File: config.mk
export PLATFORM = sky130hd
export DESIGN_NAME = mips_cpu_ctrl_seq
export DESIGN_NICKNAME = d
export VERILOG_FILES = /design/src/rtl/mips_cpu_ctrl_seq.sv
export SDC_FILE = /design/constraint.sdc
export NUM_CORES = 1
export LEC_CHECK = 0
export ABC_AREA = 1
export CAP_MARGIN = 15
export CORE_MARGIN = 2
export CORE_UTILIZATION = 50
export CTS_CLUSTER_DIAMETER = 40
export DETAILED_ROUTE_END_ITERATION = 8
export GPL_ROUTABILITY_DRIVEN = 0
export HOLD_SLACK_MARGIN = 0.05
export PLACE_DENSITY = 0.9
export SYNTH_ARGS = -nofsm -noshare
export SYNTH_HDL_FRONTEND = slang
export SYNTH_SLANG_ARGS = --single-unit
File: constraint.sdc
create_clock -name clk -period 2.95 [get_ports clk]
set_input_delay 0.885 -clock clk [delete_from_list [all_inputs] [get_ports clk]]
set_output_delay 0.885 -clock clk [all_outputs]
set_load 0.05 [all_outputs]
File: src/rtl/mips_cpu_ctrl_seq.sv
// mips_cpu_ctrl_seq: multicycle control sequencer for the MIPS datapath.
// Fetches an instruction word, decodes it into the team ALU op code and an
// execution class, then walks FETCH -> DECODE -> EXEC -> {MEM -> WB | WB | FETCH}.
// Optional build macro: CTRL_ILLEGAL_TRAP_EN (undecoded instructions halt the
// sequencer instead of retiring as a NOP).
//
// Handshake: an access (FETCH or MEM) is requested for as long as the state is
// held; it completes on the first cycle mem_waitrequest is low, including the
// very first cycle of the state (zero-wait).
module mips_cpu_ctrl_seq #(
  parameter int MD_LATENCY = 4
) (
  input  logic        clk,
  input  logic        rst_n,
  input  logic [31:0] instr_rdata,
  input  logic        mem_waitrequest,
  input  logic        alu_cond,
  output logic [5:0]  alu_op,
  output logic [4:0]  shamt,
  output logic [15:0] imm,
  output logic        alu_src_imm,
  output logic        mem_read,
  output logic        mem_write,
  output logic        iaddr_sel,
  output logic        reg_write,
  output logic        link,
  output logic        pc_write,
  output logic        branch_taken,
  output logic        hilo_write,
  output logic        active,
  output logic [2:0]  dbg_state
);

  typedef enum logic [2:0] {
    ST_FETCH  = 3'd0,
    ST_DECODE = 3'd1,
    ST_EXEC   = 3'd2,
    ST_MEM    = 3'd3,
    ST_WB     = 3'd4,
    ST_HALT   = 3'd5
  } state_t;

  typedef enum logic [3:0] {
    CL_ALU     = 4'd0,  // R/I-type ALU op, writes back
    CL_LOAD    = 4'd1,
    CL_STORE   = 4'd2,
    CL_BR      = 4'd3,  // branch / jump, no writeback
    CL_BR_LINK = 4'd4,  // branch / jump that writes PC+8 to $31
    CL_BR_WB   = 4'd5,  // JALR: redirect plus writeback to rd
    CL_MD      = 4'd6,  // MULT/MULTU/DIV/DIVU
    CL_HILO    = 4'd7,  // MTHI/MTLO
    CL_ILL     = 4'd8
  } iclass_t;

  // Team ALU op codes
  localparam logic [5:0] OP_ADDIU = 6'd0,  OP_ADDU  = 6'd1,  OP_AND   = 6'd2,  OP_ANDI  = 6'd3;
  localparam logic [5:0] OP_BEQ   = 6'd4,  OP_BGEZ  = 6'd5,  OP_BGEZAL= 6'd6,  OP_BGTZ  = 6'd7;
  localparam logic [5:0] OP_BLEZ  = 6'd8,  OP_BLTZ  = 6'd9,  OP_BLTZAL= 6'd10, OP_BNE   = 6'd11;
  localparam logic [5:0] OP_DIV   = 6'd12, OP_DIVU  = 6'd13, OP_J     = 6'd14, OP_JAL   = 6'd15;
  localparam logic [5:0] OP_JALR  = 6'd16, OP_JR    = 6'd17, OP_LB    = 6'd18, OP_LBU   = 6'd19;
  localparam logic [5:0] OP_LH    = 6'd20, OP_LHU   = 6'd21, OP_LUI   = 6'd22, OP_LW    = 6'd23;
  localparam logic [5:0] OP_LWL   = 6'd24, OP_LWR   = 6'd25, OP_MFHI  = 6'd26, OP_MFLO  = 6'd27;
  localparam logic [5:0] OP_MULT  = 6'd28, OP_MULTU = 6'd29, OP_OR    = 6'd30, OP_ORI   = 6'd31;
  localparam logic [5:0] OP_SB    = 6'd32, OP_SH    = 6'd33, OP_SLL   = 6'd34, OP_SLLV  = 6'd35;
  localparam logic [5:0] OP_SLT   = 6'd36, OP_SLTI  = 6'd37, OP_SLTIU = 6'd38, OP_SLTU  = 6'd39;
  localparam logic [5:0] OP_SRA   = 6'd40, OP_SRAV  = 6'd41, OP_SRL   = 6'd42, OP_SRLV  = 6'd43;
  localparam logic [5:0] OP_SUBU  = 6'd44, OP_SW    = 6'd45, OP_XOR   = 6'd46, OP_XORI  = 6'd47;
  localparam logic [5:0] OP_MTHI  = 6'd48, OP_MTLO  = 6'd49;

  localparam int MDW = (MD_LATENCY > 1) ? $clog2(MD_LATENCY) : 1;

  state_t         state, state_nx;
  iclass_t        cls;
  logic [15:0]    ir_lo;
  logic [MDW-1:0] md_cnt;
  logic           md_last;
  logic           fetch_done;

  logic [5:0]     dec_op;
  iclass_t        dec_cls;
  logic           dec_imm;

  logic mem_read_c, mem_write_c, iaddr_sel_c, reg_write_c, link_c;
  logic pc_write_c, branch_taken_c, hilo_write_c;

  // rs is a datapath operand only; the sequencer never looks at it
  logic unused_rs;
  assign unused_rs = ^instr_rdata[25:21];

  assign fetch_done = (state == ST_FETCH) && !mem_waitrequest;
  assign md_last    = (md_cnt == MDW'(MD_LATENCY - 1));

  // Decode the incoming word so alu_op/class are already stable during DECODE
  always_comb begin
    dec_op  = OP_ADDIU;
    dec_cls = CL_ILL;
    dec_imm = 1'b0;
    case (instr_rdata[31:26])
      6'h00: begin
        case (instr_rdata[5:0])
          6'h00: begin dec_op = OP_SLL;   dec_cls = CL_ALU;  end
          6'h02: begin dec_op = OP_SRL;   dec_cls = CL_ALU;  end
          6'h03: begin dec_op = OP_SRA;   dec_cls = CL_ALU;  end
          6'h04: begin dec_op = OP_SLLV;  dec_cls = CL_ALU;  end
          6'h06: begin dec_op = OP_SRLV;  dec_cls = CL_ALU;  end
          6'h07: begin dec_op = OP_SRAV;  dec_cls = CL_ALU;  end
          6'h08: begin dec_op = OP_JR;    dec_cls = CL_BR;   end
          6'h09: begin dec_op = OP_JALR;  dec_cls = CL_BR_WB; end
          6'h10: begin dec_op = OP_MFHI;  dec_cls = CL_ALU;  end
          6'h11: begin dec_op = OP_MTHI;  dec_cls = CL_HILO; end
          6'h12: begin dec_op = OP_MFLO;  dec_cls = CL_ALU;  end
          6'h13: begin dec_op = OP_MTLO;  dec_cls = CL_HILO; end
          6'h18: begin dec_op = OP_MULT;  dec_cls = CL_MD;   end
          6'h19: begin dec_op = OP_MULTU; dec_cls = CL_MD;   end
          6'h1A: begin dec_op = OP_DIV;   dec_cls = CL_MD;   end
          6'h1B: begin dec_op = OP_DIVU;  dec_cls = CL_MD;   end
          6'h21: begin dec_op = OP_ADDU;  dec_cls = CL_ALU;  end
          6'h23: begin dec_op = OP_SUBU;  dec_cls = CL_ALU;  end
          6'h24: begin dec_op = OP_AND;   dec_cls = CL_ALU;  end
          6'h25: begin dec_op = OP_OR;    dec_cls = CL_ALU;  end
          6'h26: begin dec_op = OP_XOR;   dec_cls = CL_ALU;  end
          6'h2A: begin dec_op = OP_SLT;   dec_cls = CL_ALU;  end
          6'h2B: begin dec_op = OP_SLTU;  dec_cls = CL_ALU;  end
          default: ;
        endcase
      end
      6'h01: begin
        case (instr_rdata[20:16])
          5'h00: begin dec_op = OP_BLTZ;   dec_cls = CL_BR;      end
          5'h01: begin dec_op = OP_BGEZ;   dec_cls = CL_BR;      end
          5'h10: begin dec_op = OP_BLTZAL; dec_cls = CL_BR_LINK; end
          5'h11: begin dec_op = OP_BGEZAL; dec_cls = CL_BR_LINK; end
          default: ;
        endcase
      end
      6'h02: begin dec_op = OP_J;     dec_cls = CL_BR;      end
      6'h03: begin dec_op = OP_JAL;   dec_cls = CL_BR_LINK; end
      6'h04: begin dec_op = OP_BEQ;   dec_cls = CL_BR;      end
      6'h05: begin dec_op = OP_BNE;   dec_cls = CL_BR;      end
      6'h06: begin dec_op = OP_BLEZ;  dec_cls = CL_BR;      end
      6'h07: begin dec_op = OP_BGTZ;  dec_cls = CL_BR;      end
      6'h09: begin dec_op = OP_ADDIU; dec_cls = CL_ALU;   dec_imm = 1'b1; end
      6'h0A: begin dec_op = OP_SLTI;  dec_cls = CL_ALU;   dec_imm = 1'b1; end
      6'h0B: begin dec_op = OP_SLTIU; dec_cls = CL_ALU;   dec_imm = 1'b1; end
      6'h0C: begin dec_op = OP_ANDI;  dec_cls = CL_ALU;   dec_imm = 1'b1; end
      6'h0D: begin dec_op = OP_ORI;   dec_cls = CL_ALU;   dec_imm = 1'b1; end
      6'h0E: begin dec_op = OP_XORI;  dec_cls = CL_ALU;   dec_imm = 1'b1; end
      6'h0F: begin dec_op = OP_LUI;   dec_cls = CL_ALU;   dec_imm = 1'b1; end
      6'h20: begin dec_op = OP_LB;    dec_cls = CL_LOAD;  dec_imm = 1'b1; end
      6'h21: begin dec_op = OP_LH;    dec_cls = CL_LOAD;  dec_imm = 1'b1; end
      6'h22: begin dec_op = OP_LWL;   dec_cls = CL_LOAD;  dec_imm = 1'b1; end
      6'h23: begin dec_op = OP_LW;    dec_cls = CL_LOAD;  dec_imm = 1'b1; end
      6'h24: begin dec_op = OP_LBU;   dec_cls = CL_LOAD;  dec_imm = 1'b1; end
      6'h25: begin dec_op = OP_LHU;   dec_cls = CL_LOAD;  dec_imm = 1'b1; end
      6'h26: begin dec_op = OP_LWR;   dec_cls = CL_LOAD;  dec_imm = 1'b1; end
      6'h28: begin dec_op = OP_SB;    dec_cls = CL_STORE; dec_imm = 1'b1; end
      6'h29: begin dec_op = OP_SH;    dec_cls = CL_STORE; dec_imm = 1'b1; end
      6'h2B: begin dec_op = OP_SW;    dec_cls = CL_STORE; dec_imm = 1'b1; end
      default: ;
    endcase
  end

  // State register, instruction latch and MULT/DIV cycle counter
  always_ff @(posedge clk or negedge rst_n) begin
    if (!rst_n) begin
      state       <= ST_FETCH;
      ir_lo       <= 16'h0000;
      cls         <= CL_ALU;
      alu_op      <= 6'd0;
      alu_src_imm <= 1'b0;
      md_cnt      <= '0;
    end else begin
      state <= state_nx;
      if (fetch_done) begin
        ir_lo       <= instr_rdata[15:0];
        cls         <= dec_cls;
        alu_op      <= dec_op;
        alu_src_imm <= dec_imm;
      end
      if ((state == ST_EXEC) && (cls == CL_MD) && !md_last)
        md_cnt <= md_cnt + 1'b1;
      else
        md_cnt <= '0;
    end
  end

  // Next-state and per-state requests/strobes
  always_comb begin
    state_nx       = state;
    mem_read_c     = 1'b0;
    mem_write_c    = 1'b0;
    iaddr_sel_c    = 1'b0;
    reg_write_c    = 1'b0;
    link_c         = 1'b0;
    pc_write_c     = 1'b0;
    branch_taken_c = 1'b0;
    hilo_write_c   = 1'b0;
    case (state)
      ST_FETCH: begin
        mem_read_c  = 1'b1;
        iaddr_sel_c = 1'b1;
        if (!mem_waitrequest) begin
          pc_write_c = 1'b1;
          state_nx   = ST_DECODE;
        end
      end
      ST_DECODE: begin
        if (cls == CL_ILL) begin
`ifdef CTRL_ILLEGAL_TRAP_EN
          state_nx = ST_HALT;
`else
          state_nx = ST_FETCH;
`endif
        end else begin
          state_nx = ST_EXEC;
        end
      end
      ST_EXEC: begin
        case (cls)
          CL_MD: begin
            if (md_last) begin
              hilo_write_c = 1'b1;
              state_nx     = ST_FETCH;
            end
          end
          CL_HILO: begin
            hilo_write_c = 1'b1;
            state_nx     = ST_FETCH;
          end
          CL_BR: begin
            branch_taken_c = alu_cond;
            state_nx       = ST_FETCH;
          end
          CL_BR_LINK, CL_BR_WB: begin
            branch_taken_c = alu_cond;
            state_nx       = ST_WB;
          end
          CL_LOAD, CL_STORE: state_nx = ST_MEM;
          default:           state_nx = ST_WB;
        endcase
      end
      ST_MEM: begin
        if (cls == CL_LOAD) mem_read_c  = 1'b1;
        else                mem_write_c = 1'b1;
        if (!mem_waitrequest)
          state_nx = (cls == CL_LOAD) ? ST_WB : ST_FETCH;
      end
      ST_WB: begin
        reg_write_c = 1'b1;
        link_c      = (cls == CL_BR_LINK);
        state_nx    = ST_FETCH;
      end
      ST_HALT: state_nx = ST_HALT;
      default: state_nx = ST_FETCH;
    endcase
  end

  // Requests and strobes drop the moment reset asserts, even mid-access
  assign mem_read     = mem_read_c     & rst_n;
  assign mem_write    = mem_write_c    & rst_n;
  assign iaddr_sel    = iaddr_sel_c    & rst_n;
  assign reg_write    = reg_write_c    & rst_n;
  assign link         = link_c         & rst_n;
  assign pc_write     = pc_write_c     & rst_n;
  assign branch_taken = branch_taken_c & rst_n;
  assign hilo_write   = hilo_write_c   & rst_n;

  assign active    = (state != ST_HALT);
  assign shamt     = ir_lo[10:6];
  assign imm       = ir_lo;
  assign dbg_state = state;

endmodule

; Word level (Yosys, flattened, before mapping)
; Cells that the tools add are included.
[totals]
output_inout_bits = 40
word_cells = 134
regBits = 32
[classes]
add_sub_neg = 1
muxes = 29
bitwise = 8
eq_ne = 67
n_reduce_logical = 23
[ops]
columns = operator, n
row1 = $pmux 6 s24, 1
row2 = $pmux 6 s23, 1
row3 = $eq 6x6->1 const B, 17
row4 = $eq 6x4->1 const B, 9
row5 = $eq 6x5->1 const B, 8
row6 = $eq 6x3->1 const B, 7
row7 = $pmux 4 s7, 1
row8 = $eq 6x2->1 const B, 4
row9 = $pmux 4 s5, 1
row10 = $reduce_or 17->1, 1
row11 = $eq 4x3->1 const B, 4
row12 = $pmux 4 s4, 1
row13 = $pmux 3 s5, 1
row14 = $reduce_or 15->1, 1
row15 = $reduce_or 7->1, 2
row16 = $mux 1, 13
row17 = $logic_not 6->1, 2
row18 = $mux 3, 4
row19 = $eq 5x5->1 const B, 2
row20 = $reduce_or 2->1, 5
row21 = $pmux 3 s3, 1
row22 = $and 1x1->1, 8
row23 = $eq 4x2->1 const B, 2
row24 = $pmux 4 s2, 1
row25 = 21 further kinds, 31

; Logic depth before layout (Yosys ltp)
; Gate-level depths: netlist of run 1.
[depth]
word_depth = 5
depth_mapped = 11
ltp_nobuf = 11

; Worst setup path after synthesis of run 1
; Ideal clock, no wire load.
[synth_path]
kind = input port to output port
start = input rst_n
end = output link
required_time_ns = 2.065
cell_stages = 3
setup_slack_ns = -1.275
arrival_time_ns = 3.340
n_path_buf = 0
cell_sequence = inv_1 > nor3_1 > nor3b_1
[synth_via]
elab_chain_len = 1
[synth_rtl]
columns = element, line
row1 = from (decl), 14  ; input logic rst_n,
row2 = $and 1x1->1, 263  ; assign link = link_c & rst_n;
row3 = to (decl), 26  ; output logic link,
; Every way passes these cells.

; Final worst setup path of run 1
[layout_path]
start = input mem_waitrequest
end = output pc_write
[layout_via]
elab_chain_len = 3
[layout_rtl]
columns = element, line
row1 = from (decl), 16  ; input logic mem_waitrequest,
row2 = $mux 1, 202  ; if (!mem_waitrequest) begin
row3 = $mux 1, 198  ; case (state)
row4 = $and 1x1->1, 264  ; assign pc_write = pc_write_c & rst_n;
row5 = to (decl), 27  ; output logic pc_write,
; Every way passes these cells.

==> qor.yml, run 1 <==
synthesis:
  synthArstFlopShare: 1.00
  yosys.area_share.simple: 0.495
  yosysSeqAreaShare: 0.342
  synth_top_family_by_area: "simple AND/OR/NAND/NOR gates"
  avgSynthCellArea_sq_um: 6.19
  yosysUniqueCellTypes: 25
  synth_area_leader_cell: "dfrtp_1"
  mappedNetlistNets: 416
  synth.top_cell.area_share: 0.342
  ys_ff_latch: 32
  synth_ff_type: "dfrtp_1"
  ys_warn_count: 0
  synth_fa_ha_area_frac: 0.00534
  synth-xor-area-share: 0
  yosys-top-cells-area: "dfrtp_1 34%, nand2_1 21%, nand3_1 9.8%"
  syn_area_sq_um: 2340
  netlist_instances: 379
  synth_compound_area_frac: 0.0635
  synth_edf_count: 0
  synth_mux_area_frac: 0
worst_hold_path:
  hold_path_end: "imm[15]$_DFFE_PN0P_"
  hold_path.class: "flip-flop to flip-flop"
  hold_depth: 2
  min_from: "imm[15]$_DFFE_PN0P_"
critical_path:
  worstReg2RegEnd: "alu_src_imm$_DFFE_PN0P_"
  reg2reg_slack_ns: 1.15
  rr_startpoint: "dbg_state[1]$_DFFE_PN0P_"
  critical_path_class: "input port to output port"
  cp.arrival_ns: 1.92
  cp.required_ns: 2.07
  worstSetupEndpointType: "output port"
  cp-start-kind: "input port"
  cp_max_fo: 3
  ff2ff_path_depth: 8
timing:
  rsz0062_at_grt: "false"
  fin_skew_ns: 0.00587
  min_period_ns: 2.80
  relSlewSlack: 0.645
  finalSetupTns_ns: 0
  hold_slack_ns: 0.476
  final_max_slew_viol_count: 0
  fin_crit_sh: 0.950
  clock.fmax_mhz: 357
  hold_viol: 0
  setup_viol: 0
  tightest_slew_ns: 0.530
final_layout:
  nets: 490
  fill_cells: 354
  mostFrequentLayoutCells: "133 x nand2_1, 61 x clkdlybuf4s50_1, 59 x nor2_1"
  diodes: 0
  fin_util: 0.744
  syn_to_final_growth_pct: 41.1
  finish.instance_area_sq_um: 3310
  final_common_cell: "nand2_1"
  drive_gt1_frac: 0.0991
  regArea_sq_um: 801
  multi_input_area_sq_um: 1350
clocking:
  cts_buffers: 5
  cts_root_buffer: "clkbuf_8"
  clock_latency_ns: 0.29
  htree_levels: 2
  cts_tree: "built"
  clk_pin_slew_worst_paths_ns: 0.06
  numClockSinks: 32
  ctsHoldBuffers: 0
  clk_path_buf_depth: 2
pwr:
  p_leak_nw: 1.72
  powerDensity_nw_per_um2: 919
  pwr-share-seq: 0.247
  switchingPower_w: 0.00157
  swShare: 0.515
  pwr-share-clk: 0.137
  power_frac_comb: 0.617
  p_int_w: 0.00148
  ir_drop_mv: 0.504
place:
  placed_cell_area_sq_um: 3200
  dpl.hpwl_um: 4820
  io_buffers: 70
flow_run:
  max-cap-violations: 0
routing:
  route.detailed.drc: 0
  wl_per_cell_um: 13.0
  drtPass1Iterations: 5
  antenna_left: 0
  via_per_inst: 5.46
  drt_iter0_markers: 228
  wirelength_um: 6580
  dr_total_vias: 2763
floorplan:
  dieArea_sq_um: 5250
  start_util: 0.528
  ios: 76
  coreArea_sq_um: 4440
  die_w_um: 72.5
  rows: 24
  die-height_um: 72.5
global_route:
  grt_max_degree: 33
  grt_pass1_vias: 2495
  grtUsageTotal: 0.263
  grt_pass1_wl_um: 11000
  grt-ovfl-total: 0
  antenna_found_initial: 0
run_status:
  status: "finished clean"
==> synth_stat cells (2+ instances only) <==
library cell / n
nand2_1: 133
nor2_1: 59
nand3_1: 46
inv_1: 36
dfrtp_1: 32
o21ai_0: 15
nor2_2: 8
nor3_1: 8
buf_4: 7
inv_2: 4
nor2_4: 4
a21oi_1: 3
buf_2: 3
nand3b_1: 3
nand4_1: 3
o21ai_1: 3
a211oi_1: 2
nand3_2: 2
o21a_1: 2
==> logic make-up after synthesis <==
kind of cell / after synthesis
AND/OR/NAND/NOR: 268
buffers and inverters: 51
AO/OA/AOI/OAI: 27
flip-flops: 32
adder cells (fa/ha/maj): 1
==> critical path, cell delays in order <==
cell             delay (ns)
clkdlybuf4s50_1        0.48
nor2_4                 0.15
inv_2                  0.04
nor2_1                 0.19
buf_12                 0.17
==> state kept, by name, indices dropped and copies added, names as in the netlist <==
register	flops
alu_src_imm	1
dbg_state	3
md_cnt	2
cls	4
alu_op	6
imm	16
==> cell type report <==
class | count | area share
multi-input combinational | 296 | 0.407
clock buffer | 6 | 0.0219
sequential | 32 | 0.242
tap | 52 | 0.0197
timing repair buffer | 78 | 0.254
clock inverter | 2 | 0.0106
inverter | 40 | 0.0454
==> per-stage QoR <==
| step | setup slack [ns] | cells | total power (W) |
|---|---|---|---|
| 2_1_floorplan | -0.0259 | 379 | 0.00200 |
| 3_3_place_gp | -0.0591 | 498 | 0.00258 |
| 3_5_place_dp | -0.0945 | 498 | 0.00261 |
| 4_1_cts | 0.153 | 506 | 0.00304 |
| 5_1_grt | 0.118 | 506 | 0.00319 |
| 6_report | 0.149 | 506 | 0.00304 |
==> metal layers <==
metal / GRT usage / part of all wire / vias to the layer above / wire, um
met3: 0.0306 / 0.068 / 18 / 445
met5: 0 / 0 / - / 0
met1: 0.344 / 0.42 / 1245 / 2760
met4: 0.0988 / 0.022 / 0 / 142
li1: - / - / 1346 / -
met2: 0.450 / 0.49 / 154 / 3230
==> how the worst max path moves through the flow <==
stage	slack, ns	startpoint	end	cells past startpoint
floorplan	-0.03	dbg_state[0]$_DFFE_PN0P_	pc_write	8
global placement	-0.06	rst_n	link	5
detailed placement	-0.09	rst_n	link	5
CTS	0.15	mem_waitrequest	pc_write	5
global route	0.12	mem_waitrequest	pc_write	5
finish	0.15	mem_waitrequest	pc_write	5
==> power groups by stage <==
stage                     registers (W)  logic (W)  clock network [W]
after floorplan                 0.00130   0.000700                  0
after global placement         0.000739    0.00184                  0
after detailed placement       0.000749    0.00187                  0
after CTS                      0.000748    0.00188           0.000415
after global routing           0.000772    0.00199           0.000433
final                          0.000751    0.00188           0.000416
==> what timing repair did <==
action                                  4_1_cts  5_1_grt
resized for setup                             2        0
setup buffers                                 0        0
endpoints found under the setup margin        4        0
No activity file was read; power rests on OpenSTA's default activity.
==> inputs of run 2 (changes only) <==
--- a/config.mk
+++ b/config.mk
@@ -9,7 +9,7 @@
 export CAP_MARGIN = 15
 export CORE_MARGIN = 2
 export CORE_UTILIZATION = 50
-export CTS_CLUSTER_DIAMETER = 40
+export CTS_CLUSTER_DIAMETER = 150
 export DETAILED_ROUTE_END_ITERATION = 8
 export GPL_ROUTABILITY_DRIVEN = 0
 export HOLD_SLACK_MARGIN = 0.05
==> results of run 2 <==
No change in the layout: final DEF, timing and power equal those of run 1.
==> inputs of run 3 (changes only) <==
--- a/config.mk
+++ b/config.mk
@@ -8,12 +8,13 @@
 export ABC_AREA = 1
 export CAP_MARGIN = 15
 export CORE_MARGIN = 2
-export CORE_UTILIZATION = 50
+export CORE_UTILIZATION = 47
 export CTS_CLUSTER_DIAMETER = 150
 export DETAILED_ROUTE_END_ITERATION = 8
 export GPL_ROUTABILITY_DRIVEN = 0
 export HOLD_SLACK_MARGIN = 0.05
-export PLACE_DENSITY = 0.9
+export PLACE_DENSITY = 0.85
+export SLEW_MARGIN = 20
 export SYNTH_ARGS = -nofsm -noshare
 export SYNTH_HDL_FRONTEND = slang
 export SYNTH_SLANG_ARGS = --single-unit
==> constraint.sdc (replaced) <==
create_clock -name clk -period 3.15 [get_ports clk]
set_input_delay 0.945 -clock clk [delete_from_list [all_inputs] [get_ports clk]]
set_output_delay 0.945 -clock clk [all_outputs]
set_load 0.05 [all_outputs]
==> run 3 against run 2 <==
  * Clock power down 23%
  * Combinational power down 7%
  * Highest routed layer unchanged
  * Register-to-register slack better by 0.32 ns
  * Critical path type unchanged
  * Clock-buffer cell count unchanged
  * Routed wire length down 2.7%
==> qor.yml, run 3 (synthesis gave the netlist of run 1 again) <==
run_status:
  status: "finished clean"
pwr:
  pwr-share-seq: 0.253
  power_frac_comb: 0.630
  p_leak_nw: 1.72
  powerDensity_nw_per_um2: 836
  p_int_w: 0.00132
  swShare: 0.522
  ir_drop_mv: 0.410
  switchingPower_w: 0.00144
  pwr-share-clk: 0.117
timing:
  setup_viol: 0
  fin_crit_sh: 0.923
  tightest_slew_ns: 0.529
  hold_viol: 0
  final_max_slew_viol_count: 0
  fin_skew_ns: 0.00407
  finalSetupTns_ns: 0
  rsz0062_at_grt: "false"
  clock.fmax_mhz: 344
  min_period_ns: 2.91
  relSlewSlack: 0.647
final_layout:
  final_cells: 520
  syn_to_final_growth_pct: 41.1
  mostFrequentLayoutCells: "133 x nand2_1, 61 x clkdlybuf4s50_1, 59 x nor2_1"
  nets: 489
  drive_gt1_frac: 0.0993
  final_common_cell: "nand2_1"
  fin_util: 0.696
  diodes: 0
  finish.instance_area_sq_um: 3310
  largest_reg_flops: 16
clocking:
  htree_levels: 2
  clock_latency_ns: 0.28
  cts_buffers: 5
  post_cts_buffers: 0
  cts_root_buffer: "clkbuf_8"
  clk_path_buf_depth: 2
  numClockSinks: 32
  clk_pin_slew_worst_paths_ns: 0.07
  ctsHoldBuffers: 0
  cts_tree: "built"
global_route:
  grtUsageTotal: 0.235
  grt-ovfl-total: 0
  antenna_found_initial: 0
  grt_pass1_wl_um: 10200
  grt_max_degree: 33
  grt_pass1_vias: 2266
worst_hold_path:
  hold_depth: 1
  hold_path_end: "md_cnt[0]$_DFF_PN0_"
  min_from: "md_cnt[0]$_DFF_PN0_"
  hold_path.class: "flip-flop to flip-flop"
routing:
  route.detailed.drc: 0
  wirelength_um: 6400
  wl_per_cell_um: 12.3
  drt_iter0_markers: 199
  dr_total_vias: 2670
  antenna_left: 0
  via_per_inst: 5.13
  drtPass1Iterations: 5
floorplan:
  dieArea_sq_um: 5570
  ios: 76
  die-height_um: 74.6
  rows: 25
  die_w_um: 74.6
  start_util: 0.493
  coreArea_sq_um: 4750
critical_path:
  cp.required_ns: 2.20
  reg2reg_slack_ns: 1.47
  worstReg2RegEnd: "alu_src_imm$_DFFE_PN0P_"
  worstSetupEndpointType: "output port"
  critical_path_class: "input port to output port"
  cp.arrival_ns: 1.96
  cp-start-kind: "input port"
  cp_max_fo: 3
  ff2ff_path_depth: 8
  rr_startpoint: "dbg_state[0]$_DFFE_PN0P_"
place:
  placed_cell_area_sq_um: 3210
  io_buffers: 70
  place_inst: 512
  dpl.hpwl_um: 4980
flow_run:
  max-cap-violations: 0
[run 3: cell types whose count changed in the layout (fill, tap and decap cells not counted)]
cell	before	now
dlygate4sd2_1	1	0
clkbuf_1	1	0
dlymetal6s2s_1	0	1
clkinv_2	1	2
bufinv_16	1	0
clkbuf_8	5	6
buf_4	8	7
[run 3: power groups by stage]
| stage | Combinational, W | Clock (W) | Sequential, W |
|---|---|---|---|
| 2_1_floorplan | 0.000656 | 0 | 0.00122 |
| 3_3_place_gp | 0.00172 | 0 | 0.000694 |
| 3_5_place_dp | 0.00174 | 0 | 0.000705 |
| 4_1_cts | 0.00175 | 0.000328 | 0.000699 |
| 5_1_grt | 0.00185 | 0.000345 | 0.000717 |
| 6_report | 0.00174 | 0.000322 | 0.000700 |
[run 3: layout make-up]
cell class | count | area [sq um]
clock buffer | 6 | 82.6
clock inverter | 2 | 10.0
fill | 413 | 1450
inverter | 40 | 150
multi-input combinational | 296 | 1350
sequential | 32 | 801
tap | 67 | 83.8
timing repair buffer | 77 | 836
[run 3: worst max path at each step]
stage | cells past startpoint | startpoint | endpoint | slack, ns
global route | 5 | mem_waitrequest | pc_write | 0.17
detailed placement | 5 | rst_n | link | -0.009
global placement | 5 | rst_n | link | -0.01
finish | 5 | mem_waitrequest | pc_write | 0.24
CTS | 5 | rst_n | link | 0.04
floorplan | 2 | rst_n | branch_taken | 0.06
[run 3: per-layer routing]
layer / wire length (um) / global-route usage / part of all wire
met2: 3080 / 0.392 / 0.48
met1: 2910 / 0.325 / 0.45
met5: 0 / 0 / 0
met3: 330 / 0.0321 / 0.052
met4: 81 / 0.0595 / 0.013
[run 3: metrics by stage]
step                      setup WS [ns]  hold WS (ns)  total power [W]
after floorplan                  0.0602         0.410          0.00188
after global placement          -0.0133         0.421          0.00242
after detailed placement       -0.00885         0.428          0.00245
after CTS                        0.0387         0.438          0.00278
after global routing              0.171         0.477          0.00291
final                             0.241         0.447          0.00277
[run 3: critical path: stages]
cell             delay (ns)
clkdlybuf4s50_1        0.48
nor2_4                 0.15
inv_2                  0.04
nor2_1                 0.17
buf_12                 0.17
[run 3: timing repair]
| item | 4_1_cts | 5_1_grt |
|---|---|---|
| gates resized for setup | 1 | 1 |
| pin swaps | 0 | 0 |
| endpoints found under the setup margin | 1 | 1 |
